## src/rtl/data_mem_arbiter.sv

```systemverilog
// Two-port round-robin arbiter/sequencer for the single-port data memory.
// Optional post-reset zero-clear engine is enabled by defining DATA_MEM_CLEAR_EN.
module data_mem_arbiter #(
    parameter int AW = 10,
    parameter int DW = 32
) (
    input  logic          clk,
    input  logic          rst,

    input  logic          m0_req,
    input  logic          m0_we,
    input  logic [AW-1:0] m0_addr,
    input  logic [DW-1:0] m0_wdata,
    output logic          m0_gnt,
    output logic          m0_rvalid,
    output logic [DW-1:0] m0_rdata,

    input  logic          m1_req,
    input  logic          m1_we,
    input  logic [AW-1:0] m1_addr,
    input  logic [DW-1:0] m1_wdata,
    output logic          m1_gnt,
    output logic          m1_rvalid,
    output logic [DW-1:0] m1_rdata,

    output logic [AW-1:0] mem_addr,
    output logic [DW-1:0] mem_wdata,
    output logic          mem_we,
    input  logic [DW-1:0] mem_rdata,

    output logic          busy
);

    logic          prio_q, prio_d;
    logic          m0_rvalid_q, m0_rvalid_d;
    logic          m1_rvalid_q, m1_rvalid_d;
    logic [DW-1:0] m0_rdata_q, m0_rdata_d;
    logic [DW-1:0] m1_rdata_q, m1_rdata_d;
    logic          clearing;
    logic [AW-1:0] clr_addr;

`ifdef DATA_MEM_CLEAR_EN
    typedef enum logic {
        ST_CLEAR,
        ST_ARB
    } state_t;

    state_t        state_q, state_d;
    logic [AW-1:0] clr_addr_q, clr_addr_d;

    always_ff @(posedge clk or posedge rst) begin
        if (rst) begin
            state_q    <= ST_CLEAR;
            clr_addr_q <= '0;
        end else begin
            state_q    <= state_d;
            clr_addr_q <= clr_addr_d;
        end
    end

    // The counter stops at the last address; the state change ends the sweep.
    always_comb begin
        state_d    = state_q;
        clr_addr_d = clr_addr_q;
        if (state_q == ST_CLEAR) begin
            if (clr_addr_q == '1) begin
                state_d = ST_ARB;
            end else begin
                clr_addr_d = clr_addr_q + AW'(1);
            end
        end
    end

    assign clearing = (state_q == ST_CLEAR);
    assign clr_addr = clr_addr_q;
`else
    assign clearing = 1'b0;
    assign clr_addr = '0;
`endif

    always_ff @(posedge clk or posedge rst) begin
        if (rst) begin
            prio_q      <= 1'b0;
            m0_rvalid_q <= 1'b0;
            m1_rvalid_q <= 1'b0;
            m0_rdata_q  <= '0;
            m1_rdata_q  <= '0;
        end else begin
            prio_q      <= prio_d;
            m0_rvalid_q <= m0_rvalid_d;
            m1_rvalid_q <= m1_rvalid_d;
            m0_rdata_q  <= m0_rdata_d;
            m1_rdata_q  <= m1_rdata_d;
        end
    end

    // With no grant the memory port still follows the favoured requester.
    always_comb begin
        logic arb_ok;
        logic sel1;

        arb_ok = !rst && !clearing;
        m0_gnt = arb_ok && m0_req && (!m1_req || !prio_q);
        m1_gnt = arb_ok && m1_req && (!m0_req || prio_q);
        sel1   = m1_gnt || (!m0_gnt && prio_q);

        mem_addr  = sel1 ? m1_addr  : m0_addr;
        mem_wdata = sel1 ? m1_wdata : m0_wdata;
        mem_we    = (m0_gnt && m0_we) || (m1_gnt && m1_we);
        busy      = clearing;

        if (clearing) begin
            mem_addr  = clr_addr;
            mem_wdata = '0;
            mem_we    = !rst;
        end

        prio_d = prio_q;
        if (m0_gnt) begin
            prio_d = 1'b1;
        end else if (m1_gnt) begin
            prio_d = 1'b0;
        end

        m0_rvalid_d = m0_gnt && !m0_we;
        m1_rvalid_d = m1_gnt && !m1_we;
        m0_rdata_d  = m0_rvalid_d ? mem_rdata : m0_rdata_q;
        m1_rdata_d  = m1_rvalid_d ? mem_rdata : m1_rdata_q;
    end

    assign m0_rvalid = m0_rvalid_q;
    assign m1_rvalid = m1_rvalid_q;
    assign m0_rdata  = m0_rdata_q;
    assign m1_rdata  = m1_rdata_q;

endmodule

```

## config.mk

```make
export PLATFORM = sky130hd
export DESIGN_NAME = data_mem_arbiter
export DESIGN_NICKNAME = d
export VERILOG_FILES = /design/src/rtl/data_mem_arbiter.sv
export SDC_FILE = /design/constraint.sdc
export NUM_CORES = 1
export LEC_CHECK = 0
export ABC_AREA = 1
export BUFFER_PORTS_ARGS = -buffer_cell sky130_fd_sc_hd__buf_2
export CAP_MARGIN = 20
export CORE_ASPECT_RATIO = 1.4
export CORE_MARGIN = 2
export CORE_UTILIZATION = 41
export DETAILED_ROUTE_END_ITERATION = 12
export HOLD_SLACK_MARGIN = 0.12
export PLACE_DENSITY_LB_ADDON = 0.12
export SLEW_MARGIN = 20
export SYNTH_ARGS = -nofsm -noshare
export SYNTH_HDL_FRONTEND = slang
export SYNTH_SLANG_ARGS = --single-unit
```

## constraint.sdc

```tcl
create_clock -name clk -period 1.85 [get_ports clk]
set_clock_uncertainty 0.2 [all_clocks]
set_input_delay 0 -clock clk [delete_from_list [all_inputs] [get_ports clk]]
set_output_delay 0 -clock clk [all_outputs]
set_load 0.005 [all_outputs]
```

; ---- Yosys cells after proc, flatten, opt, wreduce, memory -nomap -nowiden
; Cells that the tools add are included.
[op_classes]
n_mux = 4
n_reduce_logical = 21
[op_table]
columns = cell, count
row1 = $mux 32, 1
row2 = $mux 10, 1
row3 = $logic_and 1x1->1, 9
row4 = $logic_not 1->1, 7
row5 = $logic_or 1x1->1, 4
row6 = $mux 1, 2
row7 = $reduce_bool 2->1, 1
[word_totals]
reg_bits = 67
in_bits = 122
output_inout_bits = 112
wordCells = 30

; ---- Depth between registers and ports, before layout
[logic_depth]
ltp_word = 7
depth_mapped = 7
mapped_depth_nobuf = 6

; ---- Worst setup path after synthesis
; OpenSTA, ideal clock, no wires.
[synth_timing]
path_kind = in2reg
start = input rst
end = register m0_rdata_q[10] (netlist: m0_rdata[10])
setup_time_ns = 0.065
t_arrival_ns = 1.526
t_required_ns = 1.585
setup_slack_ns = 0.059
path_stages = 6
n_path_buf = 1
path_cell_list = inv_2 > nand3_4 > nor2_4 > buf_2 > nand2_1 > nand2_1
[synth_between]
elab_chain_cells = 4
[synth_rtl]
columns = element, line
row1 = start: declaration, 8  ; input logic rst,
row2 = $logic_not 1->1, --
row3 = $logic_and 1x1->1 (2 in a row), 103  ; m0_gnt = arb_ok && m0_req && (!m1_req || !prio_q);
row4 = $logic_and 1x1->1, 125  ; m0_rvalid_d = m0_gnt && !m0_we;
row5 = end signal: assignment, 92  ; m0_rdata_q <= m0_rdata_d;
row6 = end: declaration, 37  ; logic [DW-1:0] m0_rdata_q, m0_rdata_d;
; No other way between the ends.
; A chain may end at the register's enable or synchronous reset.

; ---- Worst setup path in the final report
[layout_timing]
start = register prio_q
end = output mem_wdata[23]
[layout_between]
elab_chain_cells = 7
elab_cells_between_ends = 9
cone_classes = mux (1) / reduce/logical (8)
[layout_rtl]
columns = element, line
row1 = start: declaration, 34  ; logic prio_q, prio_d;
row2 = start signal: assignment, 89  ; prio_q <= prio_d;
row3 = $logic_not 1->1, 103
row4 = $logic_or 1x1->1, 103
row5 = $logic_and 1x1->1, 103
row6 = $logic_not 1->1, 105  ; sel1 = m1_gnt || (!m0_gnt && prio_q);
row7 = $logic_and 1x1->1, 105
row8 = $logic_or 1x1->1 *, 105
row9 = $mux 32 *, 108  ; mem_wdata = sel1 ? m1_wdata : m0_wdata;
row10 = end: declaration, 27  ; output logic [DW-1:0] mem_wdata,
; Mark *: on every way between the ends. The rest lies on a longest branch, timed or not.

==> results.json <==
{
  "status": "finished, violations left",
  "violations": "setup timing",
  "yosys_register_bits": 67,
  "final_cell_mix": "nand2_1 (245), buf_2 (232), dlygate4sd3_1 (109), dfrtp_1 (66), o21ai_0 (33)",
  "internal-power_mw": 3.41,
  "cts.htree.levels": 3,
  "wl_microns": 17000,
  "power_density_mw_per_mm2": 827,
  "ys_seq_area_share_pct": 51.6,
  "cts_made_buffers": 9,
  "switchingPower_mw": 1.73,
  "via_count": 4758,
  "syn_inst": 433,
  "required_ps": 1650,
  "fin_cells": 890,
  "met3WireLength_microns": 2050,
  "grt_overflow": 0,
  "antenna_cells": 0,
  "cts_buffer_depth": 2,
  "maxCapViolCount": 0,
  "grt_max_degree": 68,
  "root_buffer": "clkbuf_8",
  "top_layer": "met5",
  "initial_utilization_pct": 42.2,
  "ioPinCount": 234,
  "wl_per_cell_microns": 19.1,
  "die_area_sq_mm": 0.00867,
  "hpwl_microns": 8330,
  "wl_met1_microns": 6070,
  "fin_nets": 907,
  "drc_errors": 0,
  "grt_pass1_wl_microns": 21300,
  "crit_arrival_ps": 1790,
  "layout-drive-gt1-share_pct": 39.0,
  "syn_area_sq_mm": 0.00325,
  "slew-limit-headroom_pct": 42.9,
  "syn_area_per_cell_sq_um": 7.51,
  "swShare_pct": 33.6,
  "ys_warn_count": 0,
  "drt_iter0_markers": 538,
  "fin_area_sq_mm": 0.00622,
  "cts_tree": "yes",
  "antenna_left": 0,
  "worst_slack_ps": -140,
  "end_kind": "output pin",
  "grt.total_usage_pct": 32.4,
  "power_mw": 5.14,
  "pwr-share-clk_pct": 26.6,
  "crit_fanout": 10,
  "finalSetupViolations": 41,
  "tightestPinTransition_ps": 857,
  "grt_pass1_vias": 4181,
  "power_leakage_nw": 3.54,
  "placedCellCount": 747,
  "clk_pin_slew_ps": 70,
  "hold_slack_ps": 120,
  "p_comb_share_pct": 36.5,
  "fin_crit_ps": 1990,
  "ir_worst_vdd_mv": 0.661,
  "yosysUniqueCellTypes": 17,
  "r2r_slack_ps": 50,
  "die_h_microns": 109,
  "wl_met2_microns": 7900,
  "synth_nets": 555,
  "hold_class": "input pin to output pin",
  "rsz0062_at_grt": "true",
  "rows": 38,
  "areaGrowthSynthToFinish_pct": 91.2,
  "max_freq_ghz": 0.503,
  "start_kind": "register",
  "placed_area_sq_mm": 0.00445,
  "globalplace.congestion": 0.864,
  "hold_violations": 0,
  "die_x_microns": 79.3,
  "worstSetupPathType": "register to output pin",
  "antenna_found_initial": 1,
  "via_per_inst": 5.35,
  "port_buffers": 232,
  "pwr-share-seq_pct": 36.9,
  "mostFrequentLayoutCell": "nand2_1",
  "min_period_over_period_pct": 108,
  "firstDrtPassIters": 7,
  "coreArea_sq_mm": 0.00770,
  "cts.sinks": 67,
  "slew_viol_final": 0,
  "clk_latency_ps": 330
}
[power by group through the flow]
stage	Clock (mW)	Combinational, mW	Sequential, mW
finish	1.37	1.88	1.90
global route	1.46	2.00	1.93
CTS	1.39	1.56	1.89
detailed placement	0	1.31	1.91
global placement	0	1.28	1.90
floorplan	0	0.580	1.93
[per-layer routing]
metal | GRT usage [%] | vias up
met5 | 0 | -
met4 | 13.5 | 2
met3 | 9.36 | 118
met2 | 54.4 | 395
met1 | 39.0 | 2185
li1 | - | 2058
[through the flow]
step | utilization (%) | setup WS [ps] | TNS (ps)
floorplan | - | 59.4 | 0
global placement | 57.7 | 223 | 0
detailed placement | 57.7 | 192 | 0
CTS | 76.2 | 10.3 | 0
global route | 80.7 | -237 | -3820
finish | 80.7 | -140 | -1820
[registers in the layout, indices dropped and copies added, names as in the netlist]
name       flops
m0_rdata      32
m1_rdata      32
m0_rvalid      1
m1_rvalid      1
prio_q         1
[worst paths after layout]
path                               from             to  cells past startpoint
min reg2reg                m1_rdata[26]   m1_rdata[26]                      2
max reg2reg                      prio_q    m0_rdata[3]                      8
max in group asynchronous           rst         prio_q                      4
min in group asynchronous           rst    m1_rdata[1]                      4
max                              prio_q  mem_wdata[23]                      8
min                        m0_wdata[26]  mem_wdata[26]                      4
[repair_timing]
action / CTS / global route
buffers inserted: 4 / 5
resized for setup: 11 / 36
setup endpoints to repair: 42 / 43
gates cloned: 1 / 8
endpoints found under the hold margin: 175 / 0
pin swaps: 2 / 17
hold buffers: 109 / 0
[synthesized netlist by cell type, drive strengths merged]
library cell | count | area (sq um)
dfrtp | 67 | 1680
o21ai | 34 | 170
buf | 21 | 140
nand3 | 44 | 238
conb | 1 | 3.75
clkbuf | 7 | 26.3
nor2 | 2 | 15.0
inv | 7 | 26.3
nand2 | 250 | 956
[critical path, stage by stage (launching register included)]
cell,delay (ps)
dfrtp_2,420
inv_2,60
nand2_1,140
nand2_4,120
buf_12,160
nand2_4,180
nand2_1,110
nand2_1,120
buf_2,140
[cells by family after synthesis]
family	Yosys count	share of synthesized area [%]
AND/OR/NAND/NOR	296	37.2
buffers and inverters	35	5.93
flip-flops	67	51.6
AO/OA/AOI/OAI	34	5.23
other	1	0.115
[area by class of cell]
type / count / area, sq um
Timing Repair Buffer: 364 / 2570
Sequential cell: 67 / 1680
Multi-Input combinational cell: 336 / 1590
Clock inverter: 6 / 88.8
Tap cell: 100 / 125
Inverter: 7 / 26.3
Fill cell: 458 / 1490
Clock buffer: 10 / 138
No activity file was read; power rests on OpenSTA's default activity.
